<file path="config.mk">
export PLATFORM = sky130hd
export DESIGN_NAME = spi_regbank
export DESIGN_NICKNAME = d
export VERILOG_FILES = /design/src/rtl/spi_regbank_pkg.sv /design/src/rtl/spi_regbank_evt_sticky.sv /design/src/rtl/spi_regbank.sv
export SDC_FILE = /design/constraint.sdc
export NUM_CORES = 1
export LEC_CHECK = 0
export BUFFER_PORTS_ARGS = -buffer_cell sky130_fd_sc_hd__buf_2
export CORE_UTILIZATION = 50
export DETAILED_ROUTE_END_ITERATION = 16
export MAX_ROUTING_LAYER = met4
export PLACE_DENSITY = 0.83
export SLEW_MARGIN = 20
export SYNTH_ARGS = -nofsm -noshare
export SYNTH_HDL_FRONTEND = slang
export SYNTH_SLANG_ARGS = --single-unit
</file>
<file path="constraint.sdc">
create_clock -name clk -period 3 [get_ports clk]
set_clock_uncertainty 0.1 [all_clocks]
set_input_delay 0.3 -clock clk [delete_from_list [all_inputs] [get_ports clk]]
set_output_delay 0.3 -clock clk [all_outputs]
set_load 0.01 [all_outputs]
</file>
<file path="src/rtl/spi_regbank_pkg.sv">
// Shared constants for the SPI register bank: register map, fast command codes
// and the fixed counts of event and snapshot registers.
package spi_regbank_pkg;

  // Register map
  localparam int ADDR_ID        = 0;
  localparam int ADDR_CTRL      = 1;
  localparam int ADDR_STICKY    = 2;
  localparam int ADDR_MASK      = 3;
  localparam int ADDR_SNAP_BASE = 4;
  localparam int ADDR_CFG_BASE  = 8;

  localparam int NUM_EVT  = 8;
  localparam int NUM_SNAP = 4;

  // Fast command codes; any other code is a no-op
  typedef enum logic [5:0] {
    FC_NOP        = 6'h00,
    FC_SOFT_RST   = 6'h01,
    FC_CLR_STICKY = 6'h02,
    FC_SNAPSHOT   = 6'h03,
    FC_TRIGGER    = 6'h04
  } fastcmd_e;

endpackage

</file>
<file path="src/rtl/spi_regbank_evt_sticky.sv">
// Event capture: rising-edge detector on evt_i, sticky flags where a set beats
// a clear in the same cycle, and a registered masked interrupt.
module evt_sticky
  import spi_regbank_pkg::*;
(
  input  logic               clk,
  input  logic               nrst,
  input  logic [NUM_EVT-1:0] evt_i,
  input  logic [NUM_EVT-1:0] clr_i,
  input  logic [NUM_EVT-1:0] mask_i,
  output logic [NUM_EVT-1:0] sticky_o,
  output logic               irq_o
);

  logic [NUM_EVT-1:0] evt_prev_q;
  logic [NUM_EVT-1:0] sticky_q, sticky_d;
  logic [NUM_EVT-1:0] evt_rise;
  logic               irq_q, irq_d;

  // Edge detect, set-over-clear sticky update, masked interrupt reduce
  always_comb begin
    evt_rise = evt_i & ~evt_prev_q;
    sticky_d = (sticky_q & ~clr_i) | evt_rise;
    irq_d    = |(sticky_q & mask_i);
  end

  // Event history, sticky flags and interrupt flops; history is only cleared by nrst
  always_ff @(posedge clk or negedge nrst) begin
    if (!nrst) begin
      evt_prev_q <= '0;
      sticky_q   <= '0;
      irq_q      <= 1'b0;
    end else begin
      evt_prev_q <= evt_i;
      sticky_q   <= sticky_d;
      irq_q      <= irq_d;
    end
  end

  assign sticky_o = sticky_q;
  assign irq_o    = irq_q;

endmodule

</file>
<file path="src/rtl/spi_regbank.sv">
// Register bank behind the SPI register slave: ID, CTRL, STICKY (W1C), MASK,
// four snapshot registers of hw_i and NUM_CFG config registers, plus fast
// commands (soft reset, sticky clear, atomic snapshot, trigger pulse).
//
// Bus protocol: wr_vld and fastcmd_vld are single-cycle strobes with no
// back-pressure; reg_addr/wr_data (resp. fastcmd) are valid in the strobe
// cycle. When both strobes coincide the write is applied first and the fast
// command second, so SOFT_RST overrides the write. rd_data always reflects
// reg_addr of the previous cycle.
module spi_regbank
  import spi_regbank_pkg::*;
#(
  parameter int          ADDR_W   = 6,
  parameter int          REG_W    = 16,
  parameter int          NUM_CFG  = 8,
  parameter logic [63:0] ID_VALUE = 16'hA55A
) (
  input  logic                     clk,
  input  logic                     nrst,
  input  logic [ADDR_W-1:0]        reg_addr,
  input  logic [REG_W-1:0]         wr_data,
  input  logic                     wr_vld,
  output logic [REG_W-1:0]         rd_data,
  output logic [7:0]               status,
  input  logic [5:0]               fastcmd,
  input  logic                     fastcmd_vld,
  output logic [REG_W-1:0]         ctrl_o,
  output logic [NUM_CFG*REG_W-1:0] cfg_o,
  input  logic [4*REG_W-1:0]       hw_i,
  input  logic [7:0]               evt_i,
  output logic                     irq_o,
  output logic                     trig_o
);

  localparam logic [REG_W-1:0] ID_R = REG_W'(ID_VALUE);

  logic [REG_W-1:0]   ctrl_q, ctrl_d;
  logic [REG_W-1:0]   mask_q, mask_d;
  logic [REG_W-1:0]   cfg_q  [NUM_CFG];
  logic [REG_W-1:0]   cfg_d  [NUM_CFG];
  logic [REG_W-1:0]   snap_q [NUM_SNAP];
  logic [REG_W-1:0]   snap_d [NUM_SNAP];
  logic [REG_W-1:0]   rd_q, rd_d;
  logic               trig_q, trig_d;
  logic [NUM_EVT-1:0] sticky;
  logic [NUM_EVT-1:0] sticky_clr;
  int                 addr_n;
  logic               fc_soft, fc_clr, fc_snap, fc_trig;

  // Address and fast command decode
  always_comb begin
    addr_n  = int'(reg_addr);
    fc_soft = fastcmd_vld && (fastcmd == FC_SOFT_RST);
    fc_clr  = fastcmd_vld && (fastcmd == FC_CLR_STICKY);
    fc_snap = fastcmd_vld && (fastcmd == FC_SNAPSHOT);
    fc_trig = fastcmd_vld && (fastcmd == FC_TRIGGER);
  end

  // Register next state: bus write first, then capture, then soft reset overrides
  always_comb begin
    ctrl_d = ctrl_q;
    mask_d = mask_q;
    cfg_d  = cfg_q;
    snap_d = snap_q;
    trig_d = fc_trig;
    if (wr_vld && addr_n == ADDR_CTRL) ctrl_d = wr_data;
    if (wr_vld && addr_n == ADDR_MASK) mask_d = wr_data;
    for (int k = 0; k < NUM_CFG; k++) begin
      if (wr_vld && addr_n == ADDR_CFG_BASE + k) cfg_d[k] = wr_data;
    end
    // Command snapshot and auto-snapshot merge into a single capture
    if (fc_snap || ctrl_q[0]) begin
      for (int i = 0; i < NUM_SNAP; i++) snap_d[i] = hw_i[i*REG_W +: REG_W];
    end
    if (fc_soft) begin
      ctrl_d = '0;
      mask_d = '0;
      for (int k = 0; k < NUM_CFG; k++) cfg_d[k] = '0;
      for (int i = 0; i < NUM_SNAP; i++) snap_d[i] = '0;
    end
  end

  // Sticky clear bits from a W1C write and from the clearing fast commands
  always_comb begin
    sticky_clr = '0;
    if (wr_vld && addr_n == ADDR_STICKY) sticky_clr = wr_data[NUM_EVT-1:0];
    if (fc_soft || fc_clr) sticky_clr = '1;
  end

  // Read mux; unmapped addresses return zero
  always_comb begin
    rd_d = '0;
    if (addr_n == ADDR_ID)     rd_d = ID_R;
    if (addr_n == ADDR_CTRL)   rd_d = ctrl_q;
    if (addr_n == ADDR_STICKY) rd_d = REG_W'(sticky);
    if (addr_n == ADDR_MASK)   rd_d = mask_q;
    for (int i = 0; i < NUM_SNAP; i++) begin
      if (addr_n == ADDR_SNAP_BASE + i) rd_d = snap_q[i];
    end
    for (int k = 0; k < NUM_CFG; k++) begin
      if (addr_n == ADDR_CFG_BASE + k) rd_d = cfg_q[k];
    end
  end

  // Register state, read data and trigger pulse
  always_ff @(posedge clk or negedge nrst) begin
    if (!nrst) begin
      ctrl_q <= '0;
      mask_q <= '0;
      rd_q   <= '0;
      trig_q <= 1'b0;
      for (int k = 0; k < NUM_CFG; k++) cfg_q[k] <= '0;
      for (int i = 0; i < NUM_SNAP; i++) snap_q[i] <= '0;
    end else begin
      ctrl_q <= ctrl_d;
      mask_q <= mask_d;
      rd_q   <= rd_d;
      trig_q <= trig_d;
      for (int k = 0; k < NUM_CFG; k++) cfg_q[k] <= cfg_d[k];
      for (int i = 0; i < NUM_SNAP; i++) snap_q[i] <= snap_d[i];
    end
  end

  evt_sticky u_evt_sticky (
    .clk      (clk),
    .nrst     (nrst),
    .evt_i    (evt_i),
    .clr_i    (sticky_clr),
    .mask_i   (mask_q[NUM_EVT-1:0]),
    .sticky_o (sticky),
    .irq_o    (irq_o)
  );

  // Flatten config registers onto the output bus
  always_comb begin
    cfg_o = '0;
    for (int k = 0; k < NUM_CFG; k++) cfg_o[k*REG_W +: REG_W] = cfg_q[k];
  end

  assign ctrl_o  = ctrl_q;
  assign rd_data = rd_q;
  assign status  = sticky;
  assign trig_o  = trig_q;

endmodule

</file>
[After elaboration in Yosys (flattened, before gate mapping)]
Index checks and enable logic that the tools add are counted.
Word-level totals
  output and inout port bits: 170
  word-level logic and storage cells: 107
  register bits after elaboration: 258
  input bits: 104
Operators by class
  reduce and logical (&&, ||, !) cells: 30
  eq/ne operators: 19
  muxes and demuxes: 33
  bitwise logic cells: 6
Operator list (count)
  16-bit 2-to-1 mux: 28
  128-bit 2-to-1 mux: 1
  64-bit 2-to-1 mux: 2
  6-bit by 5-bit == test with 1-bit output, second input constant: 8
  32-bit zero test: 1
  8-bit bitwise AND: 3
  6-bit by 4-bit == test with 1-bit output, second input constant: 4
  2-bit nonzero test: 11
  6-bit by 2-bit == test with 1-bit output, second input constant: 3
  6-bit by 3-bit == test with 1-bit output, second input constant: 3
  8-bit 2-to-1 mux: 2
  8-bit inverter: 2
  1-bit logical AND: 15
  8-bit bitwise OR: 1
  8-bit OR reduction: 1
  6-bit by 1-bit == test with 1-bit output, second input constant: 1
  1-bit logical OR: 2

[Longest topological paths before layout]
Gate-level depths: netlist of the first run.
  depth after elaboration: 17
  gate-level depth with buffers: 10
  gate-level depth less buffers: 6

[By module]
A second synthesis of the first run with hierarchy kept.
Unflattened totals
  cell total of the unflattened synthesis: 1339
  area, all modules: 12260.5 sq um
By module, submodules not included
  spi_regbank: seq. area each 6030.8 sq um, area an instance 11688.7 sq um, instances 1, cells each 1293
  evt_sticky: seq. area each 425.4 sq um, area an instance 571.8 sq um, instances 1, cells each 46

[Worst setup path after synthesis of the first run]
OpenSTA, ideal clock, no wires.
  kind: in2reg
  from: in reg_addr[5]
  to: reg cfg_q, in the netlist cfg_o[85]
  path slack: 902 ps
  data arrival time: 1862 ps
  data required time: 2764 ps
  path buffers: 2
  cell stages on the path: 7
  path through: buf_2 > or4b_4 > nor2_1 > nand2_1 > clkbuf_1 > nand2_1 > a21oi_1
On the way
  word-level cells in the longest chain between the ends: 3
Ends and longest elaborated chain
  start, declared: line spi_regbank.sv:20  | input logic [ADDR_W-1:0] reg_addr,
  6-bit by 5-bit == test with 1-bit output: line spi_regbank.sv:69  | if (wr_vld && addr_n == ADDR_CFG_BASE + k) cfg_d[k] = wr_data;
  1-bit logical AND: line spi_regbank.sv:69
  2-bit nonzero test (no source line)
  end, declared: line spi_regbank.sv:39  | logic [REG_W-1:0] cfg_q [NUM_CFG];
No other way between the ends.
A chain may end at the register's enable or synchronous reset.

[Worst setup path after layout of the first run]
  from: in reg_addr[1]
  to: reg rd_q[9], in the netlist rd_data[9]
On the way
  word-level cells in the longest chain between the ends: 16
  elaborated cells between the ends (all ways): 30
  those cells by class: eq/ne: 15; mux: 15
Ends and longest elaborated chain
  6-bit by 2-bit == test with 1-bit output: line spi_regbank.sv:94  | if (addr_n == ADDR_CTRL) rd_d = ctrl_q;
  16-bit 2-to-1 mux: line spi_regbank.sv:94
  16-bit 2-to-1 mux: line spi_regbank.sv:95  | if (addr_n == ADDR_STICKY) rd_d = REG_W'(sticky);
  16-bit 2-to-1 mux: line spi_regbank.sv:96  | if (addr_n == ADDR_MASK) rd_d = mask_q;
  16-bit 2-to-1 mux (4 in a row): line spi_regbank.sv:98  | if (addr_n == ADDR_SNAP_BASE + i) rd_d = snap_q[i];
  16-bit 2-to-1 mux (7 in a row): line spi_regbank.sv:101  | if (addr_n == ADDR_CFG_BASE + k) rd_d = cfg_q[k];
  16-bit 2-to-1 mux (*): line spi_regbank.sv:101
  net rd_d[9]: line spi_regbank.sv:43  | logic [REG_W-1:0] rd_q, rd_d;
  end signal, assigned: line spi_regbank.sv:117  | rd_q <= rd_d;
  end, declared: line spi_regbank.sv:43
The timed path passes the listed nets; every way through them passes the cells marked *.

==> out/qor.csv, run 1 <==
metric,value,unit
Startpoint Class,primary input,
distinct cell type count after synthesis,60,
Resized cells post-CTS,0,
RSZ-0062 raised after global routing,no,
core footprint,22710,um2
Iter 0 DRT Violations,1604,
Seq cells post-synth,258,
number of hold buffers added after cts,75,
Synth Area in XOR/XNOR,0.07557,%
Post-synth EDFFs,0,
clk sink count,258,
vias in the first global route,11770,
crit path to,rd_data[9]$_DFF_PN0_,
Die Ht,154.3,um
final hold vios,0,
Starting Density,51.04,%
Pint,7.086,mW
Peak Freq,0.3754,GHz
layout cells sized above 1,24.36,%
post-synthesis mux area share,0.1727,%
Synth area leaders,"dfrtp_1 (56%), nand2_1 (12%), a21oi_1 (7.6%)",
Placed Area,13400,um2
Clk pwr share,35.0,%
clk slew on worst S/H paths,0.06,ns
root buf cell,clkbuf_16,
Post-Synth Adder-Cell Area,0,%
sequential area share after synthesis,55.71,%
Peak VDD IR,0.5259,mV
Period minus WS final,2.664,ns
Synth async-reset ratio,100.0,%
Via-to-Cell Ratio,6.445,
worst-margin pin slew,1.331,ns
largest net degree at the start of global routing,106,
WL final,47.55,mm
Synth area leader,dfrtp_1,
CP max FO,19,
"slowest stage delay, CP",1.11,ns
RR Endpoint,rd_data[9]$_DFF_PN0_,
Finished Layout Cells,1880,
"Area growth, synth to finish",30.20,%
area share of and/or/nand/nor cells after synthesis,17.74,%
CP Capture Type,flop,
Sw Share,29.52,%
Reg2Reg Launch Point,mask_q[9]$_DFFE_PN0P_,
worst-path cell chain,"buf_2, or4b_4, nor3_4, buf_4, a222oi_1, a21oi_1, a2111oi_0, o41ai_1",
via count,12120,
"Primary FF master, synth",dfrtp_1,
Synth top area share,55.71,%
row count,55,
fin crit share,88.80,%
Pins Over Slew Limit,0,
mapped cell area,11590,um2
Util after Layout,66.45,%
First-pass DRT Iterations,6,
CTS Buf Count,27,
I/O pin count,274,
GRT Total Usage,40.95,%
WL/cell,25.29,um
R2R depth,4,
number of routed nets with antenna violations,0,
Residual DRC,0,
Net Sw Power,2.969,mW
antenna violations before repair,2,
synth warn,0,
H-tree lvl count,1,
Post-Place Cells,1754,
status,"finished, final reports clean",
Die Wd,154.3,um
Gate power share,16.7,%
sequential share of power,48.4,%
required time of the critical path,3.27,ns
Critical Path AT,2.93,ns
P per Cell Area,666.3,nW/um2
die area,23790,um2
Leak,7.362,nW
post-CTS setup buffers,0,
PortBufs,273,
worst hold path type,in -> reg,
# Max-Cap Violations,0,
Post-DP HPWL,32.19,mm
slew margin rel.,9.004,%
slowest CP cell,a2111oi_0,
grt ovf,0,
Nets,1677,
total power,10.05,mW
CTS Buffer Depth,3,
Avg Inst Size Synth,9.279,um2
Mapped Cells,1249,
WS Path Type,in -> reg,
Compound-Gate Fraction of Synth Area,21.89,%
CTS tree,done,
Final Setup Violations,0,
origin of the worst setup path,reg_addr[1],
R2R setup slack,0.54,ns
largest family of logic cells by synthesized area,compound AO/OA/AOI/OAI gates,
Syn Nets,1353,
Clock Latency Late Sink,0.53,ns
final instance area,15090,um2
first-pass GRT wire length,71.02,mm
RePlAce Congestion,0.9929,
==> cells by family (layout without fill, tap and decap cells) <==
logic type | Yosys count | count (layout)
compound gates | 384 | 384
xor+xnor | 1 | 1
buf+inv | 122 | 466
flops | 258 | 258
mux | 2 | 2
other cells | 0 | 2
simple gates | 482 | 482
==> Yosys cell counts (3+ instances only) <==
cell	instances
nand2_1	370
dfrtp_1	258
a21oi_1	175
clkbuf_1	75
a22o_1	70
a22oi_1	38
nor2_1	33
buf_2	27
o21ai_0	20
o22ai_1	20
and3_1	16
a221oi_1	14
inv_1	13
nand3_1	13
nor3_1	10
a222oi_1	8
nand2b_1	6
nor2_2	6
a211oi_1	5
a2111oi_0	4
and2_1	4
o221ai_1	4
a21o_1	3
a221o_1	3
a32oi_1	3
buf_1	3
nand4_1	3
nor4_1	3
o211ai_1	3
==> placed cells by master (no fill, tap or decap), types with 5 or more instances in the layout <==
cell type        n
a211oi_1         5
a21oi_1        174
a221oi_1        14
a222oi_1         8
a22o_1          70
a22oi_1         38
and3_1          16
buf_12           8
buf_2          272
buf_4           48
clkbuf_1         9
clkbuf_16       27
clkbuf_8         9
dfrtp_1        258
dlygate4sd3_1   75
inv_1           13
nand2_1        370
nand2b_1         6
nand3_1         13
nor2_1          32
nor2_2           5
nor3_1          10
o21ai_0         20
o22ai_1         20
==> per-stage QoR <==
| stage | hold WS, ns | setup WS, ns | setup TNS [ns] |
|---|---|---|---|
| CTS | 0.01987 | 0.5429 | 0 |
| finish | 0.03631 | 0.3361 | 0 |
| floorplan | -0.09559 | 0.9021 | 0 |
| detailed placement | 0.3107 | -0.01038 | -0.01038 |
| global route | 0.04268 | 0.4511 | 0 |
| global placement | 0.3009 | -0.01382 | -0.01382 |
==> registers in the layout, indices dropped and copies added, names as in the netlist <==
signal	flops
u_evt_sticky.evt_prev_q	8
ctrl_o	16
rd_data	16
mask_q	16
snap_q	64
u_evt_sticky.irq_o	1
cfg_o	128
trig_o	1
u_evt_sticky.sticky_o	8
==> critical path, delay by kind of cell <==
family,cells,cell delay (ns)
AO/OA/AOI/OAI,4,1.79
buffers and inverters,2,0.51
AND/OR/NAND/NOR,2,0.32
==> power groups by stage <==
| stage | clock, mW | sequential, mW | combinational [mW] |
|---|---|---|---|
| final | 3.51 | 4.87 | 1.67 |
| after global routing | 3.67 | 4.88 | 1.82 |
| after global placement | 0 | 4.85 | 1.51 |
| after detailed placement | 0 | 4.84 | 1.56 |
| after floorplan | 0 | 4.67 | 0.795 |
| after CTS | 3.53 | 4.80 | 1.65 |
==> area by class of cell <==
type / instances / area, um2
fillers: 1729 / 7620
clock inverters: 4 / 95.09
inverters: 13 / 48.80
repair buffers: 404 / 2648
flip-flops and latches: 258 / 6456
well taps: 285 / 356.6
multi-input cells: 869 / 4647
clock buffers: 45 / 833.3
diodes: 2 / 5.005
==> per-layer routing <==
metal  routed length (um)  global-route usage (%)
met1                17310                   52.55
met2                21540                   61.49
met3                 6066                   8.742
met4                 2630                   21.26
met5                    0                       -
==> worst min path at each step <==
stage                                    endpoint  cells after the start                                  from
5_1_grt                     cfg_o[63]$_DFFE_PN0P_                      3                           wr_data[15]
3_3_place_gp   u_evt_sticky.sticky_o[2]$_DFF_PN0_                      1  u_evt_sticky.evt_prev_q[2]$_DFF_PN0_
2_1_floorplan                cfg_o[0]$_DFFE_PN0P_                      0                                  nrst
6_report                    mask_q[2]$_DFFE_PN0P_                      3                            wr_data[2]
4_1_cts                     mask_q[2]$_DFFE_PN0P_                      3                            wr_data[2]
3_5_place_dp   u_evt_sticky.sticky_o[4]$_DFF_PN0_                      1  u_evt_sticky.evt_prev_q[4]$_DFF_PN0_
Note: power is estimated with default switching activity, not from simulation.
==> inputs of run 2 (changes only) <==
ABC_AREA = 1   (was default)
==> run 2 against run 1 <==
Net effect:
- power is 2.4% higher
- critical endpoint is now mask_q[0]$_DFFE_PN0P_
- routed wire length decreased by 10%
- sequential power is essentially flat
- design area fell by 1.1%
- critical path depth grew 2
- utilization shrank 0.73 points
- die area rose by 0.27%
- count of clock-buffer cells in the layout is 3 lower
- register-to-register slack better by 0.51 ns
- non-clock buffer count shrank 32
- largest cell class unchanged
- via count decreased by 2.9%
- combinational power increased by 24%
==> out/qor.csv, run 2 <==
metric,value,unit
Starting Density,51.17,%
Seq cells post-synth,258,
RSZ-0062 raised after global routing,no,
R2R depth,8,
largest net degree at the start of global routing,129,
slew margin rel.,31.11,%
Period minus WS final,2.399,ns
Post-synth top cells,"nand2_1 (377), dfrtp_1 (258), o21ai_0 (173)",
required time of the critical path,3.31,ns
Nets,1845,
WL final,42.60,mm
WS Path Type,in -> reg,
via count,11770,
"Primary FF master, synth",dfrtp_1,
"most common cell after layout, fill and taps aside",nand2_1,
Peak VDD IR,0.4480,mV
Pins Over Slew Limit,0,
vias in the first global route,11430,
R2R setup slack,1.05,ns
H-tree lvl count,1,
sequential area share after synthesis,55.56,%
first-pass GRT wire length,65.10,mm
First-pass DRT Iterations,6,
layout cells sized above 1,22.02,%
RR Endpoint,rd_data[11]$_DFF_PN0_,
Post-DP HPWL,29.40,mm
CTS Buffer Depth,3,
Die Wd,154.5,um
P per Cell Area,689.8,nW/um2
Critical Path AT,2.71,ns
most frequent cells in the layout,"nand2_1 (377), buf_2 (272), dfrtp_1 (258)",
max reg flops,128,
Resized cells post-CTS,0,
CP max FO,18,
fin crit share,79.95,%
Synth area leader,dfrtp_1,
status,"finished, final reports clean",
Peak Freq,0.4169,GHz
Via-to-Cell Ratio,5.742,
# Max-Cap Violations,0,
PortBufs,273,
met1 GRT Util,47.99,%
most common cell in the netlist,nand2_1,
busiest grt layer,met2,
CTS Buf Count,27,
GRT Total Usage,37.37,%
Leak,7.773,nW
Synth area leaders,"dfrtp_1 (56%), nand2_1 (12%), o21ai_0 (7.5%)",
worst hold path type,in -> reg,
Clock Latency Late Sink,0.55,ns
Die Ht,154.5,um
Syn Nets,1513,
number of routed nets with antenna violations,0,
"Area growth, synth to finish",28.41,%
met2 Usage GRT,55.98,%
Iter 0 DRT Violations,1360,
RePlAce Congestion,1.020,
distinct cell type count after synthesis,31,
Startpoint Class,primary input,
Total Neg Setup Slack,0,ns
Synth async-reset ratio,100.0,%
clk slew on worst S/H paths,0.07,ns
WL/cell,20.79,um
Fillers,1768,
Global Route met3 Usage,8.294,%
Mapped Cells,1409,
antenna violations before repair,2,
I/O pin count,274,
CP Capture Type,flop,
grt ovf,0,
Final Setup Violations,0,
mapped cell area,11620,um2
Synth top area share,55.56,%
Reg2Reg Launch Point,ctrl_o[11]$_DFFE_PN0P_,
Avg Inst Size Synth,8.248,um2
CTS tree,done,
synth warn,0,
worst-margin pin slew,1.033,ns
worst hold path stage count,4,
row count,55,
total power,10.29,mW
core footprint,22710,um2
final hold vios,0,
HP Start,wr_data[4],
Post-synth EDFFs,0,
clk sink count,258,
Residual DRC,0,
worst hold endpoint,u_evt_sticky.sticky_o[4]$_DFF_PN0_,
root buf cell,clkbuf_16,
die area,23860,um2
-- run 2: changes by cell type after synthesis, sizes merged, moves of 20 or more --
cell and delta:
inv +142, nand3 +103, a22o -69, a22oi -38
a21oi -154, nor2 +69, clkbuf -43, o22ai -20
o21ai +207, nand4 +36
-- run 2: where the power goes --
group	internal [mW]	leakage, nW	switching (mW)	total, mW
sequential	4.20	3.24	0.680	4.88
clock	1.93	0.451	1.42	3.35
combinational	0.791	4.08	1.28	2.07
total	6.92	7.77	3.38	10.3
-- run 2: layout make-up --
class | instances | area, um2 | share of cell area, %
Tap cell | 285 | 356.6 | 2.390
Timing Repair Buffer | 372 | 2357 | 15.80
Antenna cell | 2 | 5.005 | 0.03354
Clock buffer | 42 | 842.1 | 5.643
Inverter | 155 | 581.8 | 3.899
Clock inverter | 8 | 50.05 | 0.3354
Sequential cell | 258 | 6456 | 43.26
Multi-Input combinational cell | 927 | 4274 | 28.64
-- run 2: worst max-delay path, cell delays in order --
cell and delay [ns]:
dlygate4sd3_1 0.53, buf_2 0.14, inv_1 0.15, nor4_4 0.08, buf_4 0.24, a21oi_1 0.67, buf_4 0.35, inv_1 0.09
nand2_1 0.06, o21ai_0 0.09
-- run 2: worst max path at each step --
stage                                  endpoint         from  slack, ns  cells past startpoint
final                     mask_q[0]$_DFFE_PN0P_   fastcmd[0]       0.60                     10
after global routing      mask_q[0]$_DFFE_PN0P_   fastcmd[0]       0.41                     10
after CTS                 cfg_o[96]$_DFFE_PN0P_   fastcmd[0]       0.66                      9
after detailed placement   rd_data[4]$_DFF_PN0_  reg_addr[0]       0.21                     12
after global placement     rd_data[4]$_DFF_PN0_  reg_addr[0]       0.16                     12
after floorplan           cfg_o[51]$_DFFE_PN0P_   fastcmd[3]       1.01                      7
-- run 2: timing repair --
item,4_1_cts,5_1_grt
endpoints found under the hold margin,173,0
hold buffers,75,0
buffers inserted,0,0
-- run 2: stage by stage --
step	area, um2	setup slack [ns]	std cells	hold slack, ns	utilization, %
2_1_floorplan	11620	1.009	1409	-0.09559	-
3_3_place_gp	13250	0.1589	1922	0.2923	58.33
3_5_place_dp	13250	0.2147	1922	0.2990	58.33
4_1_cts	14890	0.6556	2047	0.004050	65.56
5_1_grt	14920	0.4138	2048	0.03672	65.70
6_report	14920	0.6014	2049	0.02565	65.71
-- run 2: cell families (layout without fill, tap and decap cells) --
kind of cell | Yosys count | after routing | share of synthesized area, %
other | 0 | 2 | 0
and+or+nand+nor | 669 | 669 | 24.77
AOI/OAI and AO/OA | 257 | 257 | 11.40
muxes | 1 | 1 | 0.09689
DFF | 258 | 258 | 55.56
buffers and inverters | 224 | 577 | 8.172
-- run 2: routing by layer --
metal  wire (um)  share of wire, %
met4        2332               5.5
met1       16200                38
met3        4790                11
met2       19280                45
met5           0                 0
